### src/rtl/sram_pkg.sv
// sram_pkg
//   Definitions shared by the SRAM memory-stage controller files:
//   FSM state encoding, the default data-space base address, SRAM data width
//   and a helper that sizes the wait-state counter.
//   No ports.
package sram_pkg;

  typedef enum logic [1:0] {
    IDLE = 2'd0,  // no access in progress
    LOW  = 2'd1,  // driving the low halfword
    HIGH = 2'd2,  // driving the high halfword
    DONE = 2'd3   // completion cycle, ready high
  } state_e;

  localparam logic [31:0] SRAM_BASE_ADDR_DEFAULT = 32'd1024;
  localparam int unsigned SRAM_DW                = 16;

  // ceil(log2(w)) bits, but never less than one so W=1 still has a register
  function automatic int unsigned cnt_width(input int unsigned w);
    return (w > 1) ? $clog2(w) : 1;
  endfunction

endpackage

### src/rtl/sram_controller_if.sv
// sram_controller_if
//   Memory-stage request/response bundle between the pipeline and the SRAM
//   controller.
//   Signals:
//     rd_en, wr_en  word read / write request
//     address       byte address (word aligned)
//     write_data    store data
//     read_data     registered load data
//     ready         low while an access is pending (pipeline freeze)
//   Modports: master = pipeline side, slave = controller side.
interface sram_controller_if;

  logic        rd_en;
  logic        wr_en;
  logic [31:0] address;
  logic [31:0] write_data;
  logic [31:0] read_data;
  logic        ready;

  modport master (
    output rd_en, wr_en, address, write_data,
    input  read_data, ready
  );

  modport slave (
    input  rd_en, wr_en, address, write_data,
    output read_data, ready
  );

endinterface

### src/rtl/sram_wait_counter.sv
// sram_wait_counter
//   Wait-state counter for one SRAM halfword phase. Counts 0..WAIT_CYCLES-1
//   and flags the final cycle.
//   Ports:
//     clk     clock, rising edge
//     rst_n   asynchronous active-low reset
//     clr_i   force the count back to 0 on the next edge
//     last_o  count equals WAIT_CYCLES-1
module sram_wait_counter
  import sram_pkg::*;
#(
  parameter int unsigned WAIT_CYCLES = 2
) (
  input  logic clk,
  input  logic rst_n,
  input  logic clr_i,
  output logic last_o
);

  localparam int unsigned   CW       = cnt_width(WAIT_CYCLES);
  localparam logic [CW-1:0] CNT_LAST = CW'(WAIT_CYCLES - 1);

  logic [CW-1:0] cnt_q;
  logic [CW-1:0] cnt_d;

  // The owner clears on the last cycle of a phase, so the count never wraps.
  always_comb begin
    cnt_d = clr_i ? '0 : cnt_q + CW'(1);
  end

  always_ff @(posedge clk or negedge rst_n) begin
    if (!rst_n) begin
      cnt_q <= '0;
    end else begin
      cnt_q <= cnt_d;
    end
  end

  assign last_o = (cnt_q == CNT_LAST);

endmodule

### src/rtl/sram_controller.sv
// sram_controller
//   Serves 32-bit load/store requests from the memory stage as two 16-bit
//   accesses (low halfword, then high) to an asynchronous SRAM, each held for
//   WAIT_CYCLES cycles. ready is low while an access is pending.
//   Ports:
//     clk, rst_n    clock (rising edge), asynchronous active-low reset
//     bus           request/response bundle (slave side)
//     sram_addr     SRAM halfword address
//     sram_dq_out   write data to the pad
//     sram_dq_oe    pad output enable
//     sram_dq_in    read data from the pad
//     sram_we_n     SRAM write strobe, active low
module sram_controller
  import sram_pkg::*;
#(
  parameter logic [31:0] BASE_ADDR   = SRAM_BASE_ADDR_DEFAULT,
  parameter int unsigned WAIT_CYCLES = 2,
  parameter int unsigned SRAM_AW     = 18
) (
  input  logic                 clk,
  input  logic                 rst_n,
  sram_controller_if.slave     bus,
  output logic [SRAM_AW-1:0]   sram_addr,
  output logic [SRAM_DW-1:0]   sram_dq_out,
  output logic                 sram_dq_oe,
  input  logic [SRAM_DW-1:0]   sram_dq_in,
  output logic                 sram_we_n
);

  state_e      state_q, state_d;
  logic [31:0] addr_q;
  logic [31:0] wdata_q;
  logic        is_wr_q;
  logic [31:0] rdata_q;
  logic        ready;
  logic        req;
  logic        last;
  logic        cnt_clr;
  logic        in_access;
  logic        is_high;
  logic [31:0] offset;

  assign req       = bus.rd_en | bus.wr_en;
  assign in_access = (state_q == LOW) || (state_q == HIGH);
  assign is_high   = (state_q == HIGH);

  // Counter restarts at 0 on entry to LOW and again on entry to HIGH.
  assign cnt_clr = ~in_access | last;

  sram_wait_counter #(
    .WAIT_CYCLES (WAIT_CYCLES)
  ) u_wait (
    .clk    (clk),
    .rst_n  (rst_n),
    .clr_i  (cnt_clr),
    .last_o (last)
  );

  always_comb begin
    state_d = state_q;
    ready   = 1'b0;
    case (state_q)
      IDLE: begin
        ready = ~req;
        if (req) state_d = LOW;
      end
      LOW:     if (last) state_d = HIGH;
      HIGH:    if (last) state_d = DONE;
      DONE: begin
        ready   = 1'b1;
        state_d = IDLE;
      end
      default: state_d = IDLE;
    endcase
  end

  always_ff @(posedge clk or negedge rst_n) begin
    if (!rst_n) begin
      state_q <= IDLE;
      addr_q  <= '0;
      wdata_q <= '0;
      is_wr_q <= 1'b0;
      rdata_q <= '0;
    end else begin
      state_q <= state_d;
      // Simultaneous rd_en/wr_en is illegal; treat it as a write.
      if (state_q == IDLE && req) begin
        addr_q  <= bus.address;
        wdata_q <= bus.write_data;
        is_wr_q <= bus.wr_en;
      end
      // Sample the pad on the final wait cycle of each read phase.
      if (in_access && !is_wr_q && last) begin
        if (is_high) rdata_q[31:16] <= sram_dq_in;
        else         rdata_q[15:0]  <= sram_dq_in;
      end
    end
  end

  assign bus.ready     = ready;
  assign bus.read_data = rdata_q;

  // Pins come only from registered state and latched request, so an async
  // reset drops the write strobe immediately. The halfword address wraps by
  // truncation, with no range check.
  assign offset = addr_q - BASE_ADDR;

  always_comb begin
    sram_addr   = '0;
    sram_dq_out = '0;
    sram_dq_oe  = 1'b0;
    sram_we_n   = 1'b1;
    if (in_access) begin
      sram_addr = SRAM_AW'({offset[31:2], is_high});
      if (is_wr_q) begin
        sram_dq_oe  = 1'b1;
        sram_we_n   = 1'b0;
        sram_dq_out = is_high ? wdata_q[31:16] : wdata_q[15:0];
      end
    end
  end

endmodule

### src/flat_wrapper.sv
// flat-port wrapper written by rule: the top's interface ports become plain ports
module sram_controller_flat import sram_pkg::*;
#(
  parameter logic [31:0] BASE_ADDR   = SRAM_BASE_ADDR_DEFAULT,
  parameter int unsigned WAIT_CYCLES = 2,
  parameter int unsigned SRAM_AW     = 18
)
  (clk, rst_n, sram_addr, sram_dq_out, sram_dq_oe, sram_dq_in, sram_we_n, bus_rd_en, bus_wr_en, bus_address, bus_write_data, bus_read_data, bus_ready);
  sram_controller_if bus_i ();
  input  logic clk;
  input  logic rst_n;
  output logic [SRAM_AW-1:0] sram_addr;
  output logic [SRAM_DW-1:0] sram_dq_out;
  output logic sram_dq_oe;
  input  logic [SRAM_DW-1:0] sram_dq_in;
  output logic sram_we_n;
  input wire logic [$bits(bus_i.rd_en)-1:0] bus_rd_en;
  input wire logic [$bits(bus_i.wr_en)-1:0] bus_wr_en;
  input wire logic [$bits(bus_i.address)-1:0] bus_address;
  input wire logic [$bits(bus_i.write_data)-1:0] bus_write_data;
  output wire logic [$bits(bus_i.read_data)-1:0] bus_read_data;
  output wire logic [$bits(bus_i.ready)-1:0] bus_ready;
  assign bus_i.rd_en = bus_rd_en;
  assign bus_i.wr_en = bus_wr_en;
  assign bus_i.address = bus_address;
  assign bus_i.write_data = bus_write_data;
  assign bus_read_data = bus_i.read_data;
  assign bus_ready = bus_i.ready;
  sram_controller #(.BASE_ADDR(BASE_ADDR), .WAIT_CYCLES(WAIT_CYCLES), .SRAM_AW(SRAM_AW)) u_core (.clk(clk), .rst_n(rst_n), .bus(bus_i), .sram_addr(sram_addr), .sram_dq_out(sram_dq_out), .sram_dq_oe(sram_dq_oe), .sram_dq_in(sram_dq_in), .sram_we_n(sram_we_n));
endmodule
### config.mk
export PLATFORM = sky130hd
export DESIGN_NAME = sram_controller_flat
export DESIGN_NICKNAME = d
export VERILOG_FILES = /design/src/rtl/sram_pkg.sv /design/src/rtl/sram_controller_if.sv /design/src/rtl/sram_wait_counter.sv /design/src/rtl/sram_controller.sv /design/src/flat_wrapper.sv
export SDC_FILE = /design/constraint.sdc
export NUM_CORES = 1
export LEC_CHECK = 0
export ABC_AREA = 1
export CAP_MARGIN = 15
export CORE_UTILIZATION = 39
export CTS_CLUSTER_SIZE = 25
export DETAILED_ROUTE_END_ITERATION = 8
export PLACE_DENSITY_LB_ADDON = 0.08
export SETUP_SLACK_MARGIN = 0.02
export SLEW_MARGIN = 25
export SYNTH_ARGS = -nofsm -noshare
export SYNTH_HDL_FRONTEND = slang
export SYNTH_HIERARCHICAL = 1
export SYNTH_SLANG_ARGS = --single-unit
### constraint.sdc
create_clock -name clk -period 1.79 [get_ports clk]
set_clock_uncertainty 0.15 [all_clocks]
set_input_delay 0.358 -clock clk [delete_from_list [all_inputs] [get_ports clk]]
set_output_delay 0.358 -clock clk [all_outputs]
set_load 0.01 [all_outputs]
Yosys cells after proc, flatten, opt, wreduce, memory -nomap -nowiden
Cells that the tools add are included.
- bits in latches: 0
- bits in writable memories: 0
- memory bits (read-only): 0
- memories kept: 0
- output and inout bits: 69
- word-level logic and storage cells: 43
- input bits: 84
- register bits: 87
- equality and inequality tests: 6
- shifts and indexed selects: 0
- bitwise operators: 5
- add/sub/neg operators: 2
- $lt $le $gt $ge: 0
- divide/modulo/power cells: 0
- reductions and logical operators: 9
- multiplexer cells: 14
- multipliers: 0
- operators by type and width (kind ; number):
    16-bit two-way mux ; 3
    19-bit by 11-bit subtractor with 19-bit output (second input constant) ; 1
    18-bit two-way mux ; 1
    2-bit one-hot mux with 4 select lines ; 1
    2-bit two-way mux ; 3
    1-bit two-way mux ; 5
    2-bit == test (second input constant) ; 2
    2-bit != test (second input constant) ; 2
    2-bit AND reduction ; 2
    1-bit logical AND ; 3
    1-bit inverter ; 3
    3-bit AND reduction ; 1
    2-bit by 1-bit == test with 1-bit output (second input constant) ; 1
    2-bit logical NOT ; 1
    2-bit by 1-bit != test with 1-bit output (second input constant) ; 1
    1-bit OR ; 2
    1-bit one-hot mux with 2 select lines ; 1
    1-bit adder (second input constant) ; 1
    1-bit logical NOT ; 1
    1-bit logical OR ; 1

Longest topological paths before layout
- depth after elaboration: 5
- gate-level depth with buffers: 9

Hierarchy
Netlist, hierarchy kept.
- modules (own cells, without submodules) (module ; area an instance (um2) ; times used ; cells an instance ; seq. area each (um2)):
    sram_controller ; 3860.0 ; 1 ; 472 ; 2102.0
    sram_wait_counter ; 28.8 ; 1 ; 2 ; 25.0

Least setup slack after synthesis
OpenSTA, ideal clock, no wires.
- kind: reg-to-output
- start point: register u_core.state_q[0]
- end point: output sram_dq_out[10]
- data required time: 1.282 ns
- stages on the path, launching flop included: 7
- arrival: 1.534 ns
- path buffers: 2
- slack: -0.252 ns
- cells stage by stage: dfrtp_1 > inv_1 > ha_1 > buf_6 > nand2_2 > buf_1 > nor3_1
- word-level cells in the longest chain between the ends: 4
- elaborated cells between the ends (all ways): 6
- classes of those cells: eq/ne (2); mux (3); reduce/logical (1)
- RTL lines (item ; line ; RTL):
    from (decl) ; sram_controller.sv:30 ; state_e state_q, state_d;
    from (signal assigned) ; sram_controller.sv:85 ; state_q <= state_d;
    2-bit == test ; sram_controller.sv:44, sram_controller.sv:45 ;
    16-bit two-way mux ; sram_controller.sv:118 ; sram_dq_out = is_high ? wdata_q[31:16] : wdata_q[15:0];
    16-bit two-way mux ; sram_controller.sv:115 ; if (is_wr_q) begin
    16-bit two-way mux * ; sram_controller.sv:113 ; if (in_access) begin
    to (decl) ; flat_wrapper.sv:13 ; output logic [SRAM_DW-1:0] sram_dq_out;
Every way passes the cells marked *; elsewhere a longest branch is shown, timed or not.

Worst setup path after layout
- start point: register u_core.state_q[0]
- end point: output sram_dq_out[8]
The elaborated chain is that of the path after synthesis.

==> flow_summary.json <==
{
  "p_leak_nw": 3.37,
  "clk_latency_ns": 0.34,
  "maxSlewViolCount": 0,
  "grt-ovfl-total": 0,
  "final.fill_count": 805,
  "drt_wl_total_mm": 11.5,
  "crit_fanout": 7,
  "hold_viol": 0,
  "diodes": 0,
  "drt-vias-per-instance": 4.65,
  "drt_iter0_markers": 143,
  "dp_cells": 755,
  "synth_area_leaders": "dfrtp_1 55%, nand2_1 18%, nor2_1 4.4%",
  "clock-sinks": 85,
  "core_area_mm2": 0.00973,
  "h-tree-depth": 3,
  "start_util_pct": 40.0,
  "final_nets": 750,
  "min_period_over_period_pct": 125,
  "yosysUniqueCellTypes": 22,
  "peakVddDrop_uv": 993,
  "r2r_slack_ns": -0.43,
  "die_w_um": 102,
  "antenna_found_initial": 0,
  "setup_tns_ns": -25.22,
  "syn_area_per_cell_um2": 8.20,
  "layout-drive-gt1-share_pct": 35.5,
  "vias": 3713,
  "power.density_mw_per_mm2": 1960,
  "synth_nets": 564,
  "syn_inst": 474,
  "grt_pass1_wl_mm": 18.1,
  "rsz0062_at_grt": "true",
  "path_class": "register to output port",
  "worst_pin_slew_ns": 0.332,
  "cts_buffer_depth": 2,
  "setup_violations": 69,
  "rr_endpoint": "u_core/bus.read_data[8]$_DFFE_PN0P_",
  "drv_cap": 0,
  "route.detailed.drc": 0,
  "rows": 36,
  "cts_tree": "yes",
  "netlist.area_leader.share_pct": 54.7,
  "syn_area_mm2": 0.00389,
  "antenna_left": 0,
  "grt_usage_pct": 23.0,
  "worst_setup_path_start_kind": "register",
  "fin_ws_ns": -0.443,
  "outcome": "finished with violations",
  "post-dp-hpwl_mm": 7.09,
  "fin_cells": 798,
  "dr.pass1.iters": 6,
  "yosys.area.top_type": "dfrtp_1",
  "synth.ff_latch_count": 85,
  "first_global_vias": 3733,
  "violations": "setup timing",
  "hold_class": "primary input to asynchronous set/reset pin",
  "grt_max_degree": 39,
  "crit_required_ns": 1.28,
  "ys_seq_area_share_pct": 54.7,
  "numCtsBuffers": 9,
  "avgRoutedWirePerCell_um": 14.5,
  "ios": 153,
  "worstRegToRegCells": 11,
  "clk_pin_slew_ns": 0.10,
  "dieHeight_um": 102,
  "worstPathArrival_ns": 1.73,
  "cts-root-buf": "clkbuf_8",
  "r2r-start": "u_core/state_q[0]$_DFFE_PN0P_",
  "cp-end-kind": "output port",
  "max_freq_ghz": 0.448,
  "relSlewSlack_pct": 77.8,
  "dieArea_mm2": 0.0104,
  "portBuffers": 137,
  "ys_warn_count": 6,
  "period_minus_slack_ns": 2.23,
  "syn2layout_area_growth_pct": 72.2,
  "gp_congestion": 0.797
}
[stage by stage]
step | hold slack [ns] | cell area, um2 | total power, mW | utilization [%] | setup WS (ns)
global route | 0.234 | 6700 | 14.0 | 68.8 | -0.519
finish | 0.239 | 6700 | 13.1 | 68.8 | -0.443
detailed placement | 0.0708 | 5790 | 9.92 | 59.5 | -0.560
global placement | 0.0743 | 5790 | 9.80 | 59.5 | -0.508
CTS | 0.222 | 6430 | 12.4 | 66.1 | -0.459
floorplan | -0.0876 | 4030 | 6.78 | - | -0.00891
[layout by cell type (no fill, tap or decap), types with 28 or more instances in the layout]
master and instances:
nand2_1 149, dfrtp_1 85, clkdlybuf4s50_1 67, nand2_4 37, nor2_1 35, dlygate4sd2_1 32, buf_4 31, inv_1 31
o21ai_2 31, buf_2 28
[registers in the layout (all words and copies together), names as in the netlist]
name / flops
u_core/bus.read_data: 32
u_core/wdata_q: 32
u_core/addr_q: 17
u_core/state_q: 2
u_core/is_wr_q: 1
u_core/u_wait/last_o: 1
[kinds of logic (layout without fill, tap and decap cells)]
logic type / Yosys count / after routing / synth area share, %
DFF: 85 / 85 / 54.7
and+or+nand+nor: 263 / 264 / 26.7
buffers and inverters: 65 / 255 / 7.95
adders and majority gates: 6 / 6 / 1.93
AOI/OAI and AO/OA: 55 / 55 / 8.75
[worst max-delay path, cell delays in order, from the launching register on]
cell     delay, ns
dfrtp_1       0.38
inv_2         0.08
ha_4          0.31
buf_12        0.11
nand2_8       0.08
buf_12        0.18
nor3_4        0.10
buf_2         0.15
[worst max path at each step]
stage | endpoint | slack [ns] | from | cells past startpoint
after floorplan | sram_dq_out[10] | -0.009 | u_core/state_q[0]$_DFFE_PN0P_ | 6
after global routing | sram_dq_out[8] | -0.52 | u_core/state_q[1]$_DFFE_PN0P_ | 7
final | sram_dq_out[8] | -0.44 | u_core/state_q[0]$_DFFE_PN0P_ | 7
after detailed placement | sram_dq_out[8] | -0.56 | u_core/state_q[0]$_DFFE_PN0P_ | 6
after CTS | sram_dq_out[10] | -0.46 | u_core/state_q[0]$_DFFE_PN0P_ | 7
after global placement | sram_dq_out[9] | -0.51 | u_core/state_q[0]$_DFFE_PN0P_ | 6
[report_power, final]
group / switching (mW) / leakage, nW / internal [mW] / total [mW]
sequential: 0.767 / 1.03 / 2.88 / 3.65
clock: 0.764 / 0.103 / 0.668 / 1.43
combinational: 4.07 / 2.24 / 3.94 / 8.01
[cell type report]
cell class	count	area (um2)	share of cell area (%)
Multi-Input combinational cell	325	2040	30.5
Timing Repair inverter	1	16.3	0.243
Tap cell	133	166	2.49
Clock buffer	9	124	1.85
Timing Repair Buffer	195	1960	29.3
Clock inverter	7	80.1	1.20
Inverter	43	181	2.71
Sequential cell	85	2130	31.8
[timing repair]
item                                    in CTS  in global routing
setup buffers                               16                  5
cloned                                       8                  0
hold endpoints to repair                    85                  0
hold buffers                                 1                  0
endpoints found under the setup margin     101                 71
gates resized for setup                    282                 70
pin swaps                                   14                  8
[cell usage after synthesis (all sizes together)]
cell      n
a21oi     6
clkbuf    8
nand2   195
a31oi     1
or2       1
ha        6
clkinv    1
nor3     16
buf      14
o21ai    48
nand3     5
nor2     46
inv      42
dfrtp    85
[routing by layer]
metal  routed length [um]  part of all wire, %  vias to the layer above  global-route usage (%)
met1                 4950                   43                     1762                    29.8
met4                  142                  1.2                        0                    6.70
met5                    0                    0                        -                       0
li1                     -                    -                     1834                       -
met3                  622                  5.4                       10                    5.34
met2                 5820                   50                      107                    38.8
Note: power is estimated with default switching activity, not from simulation.
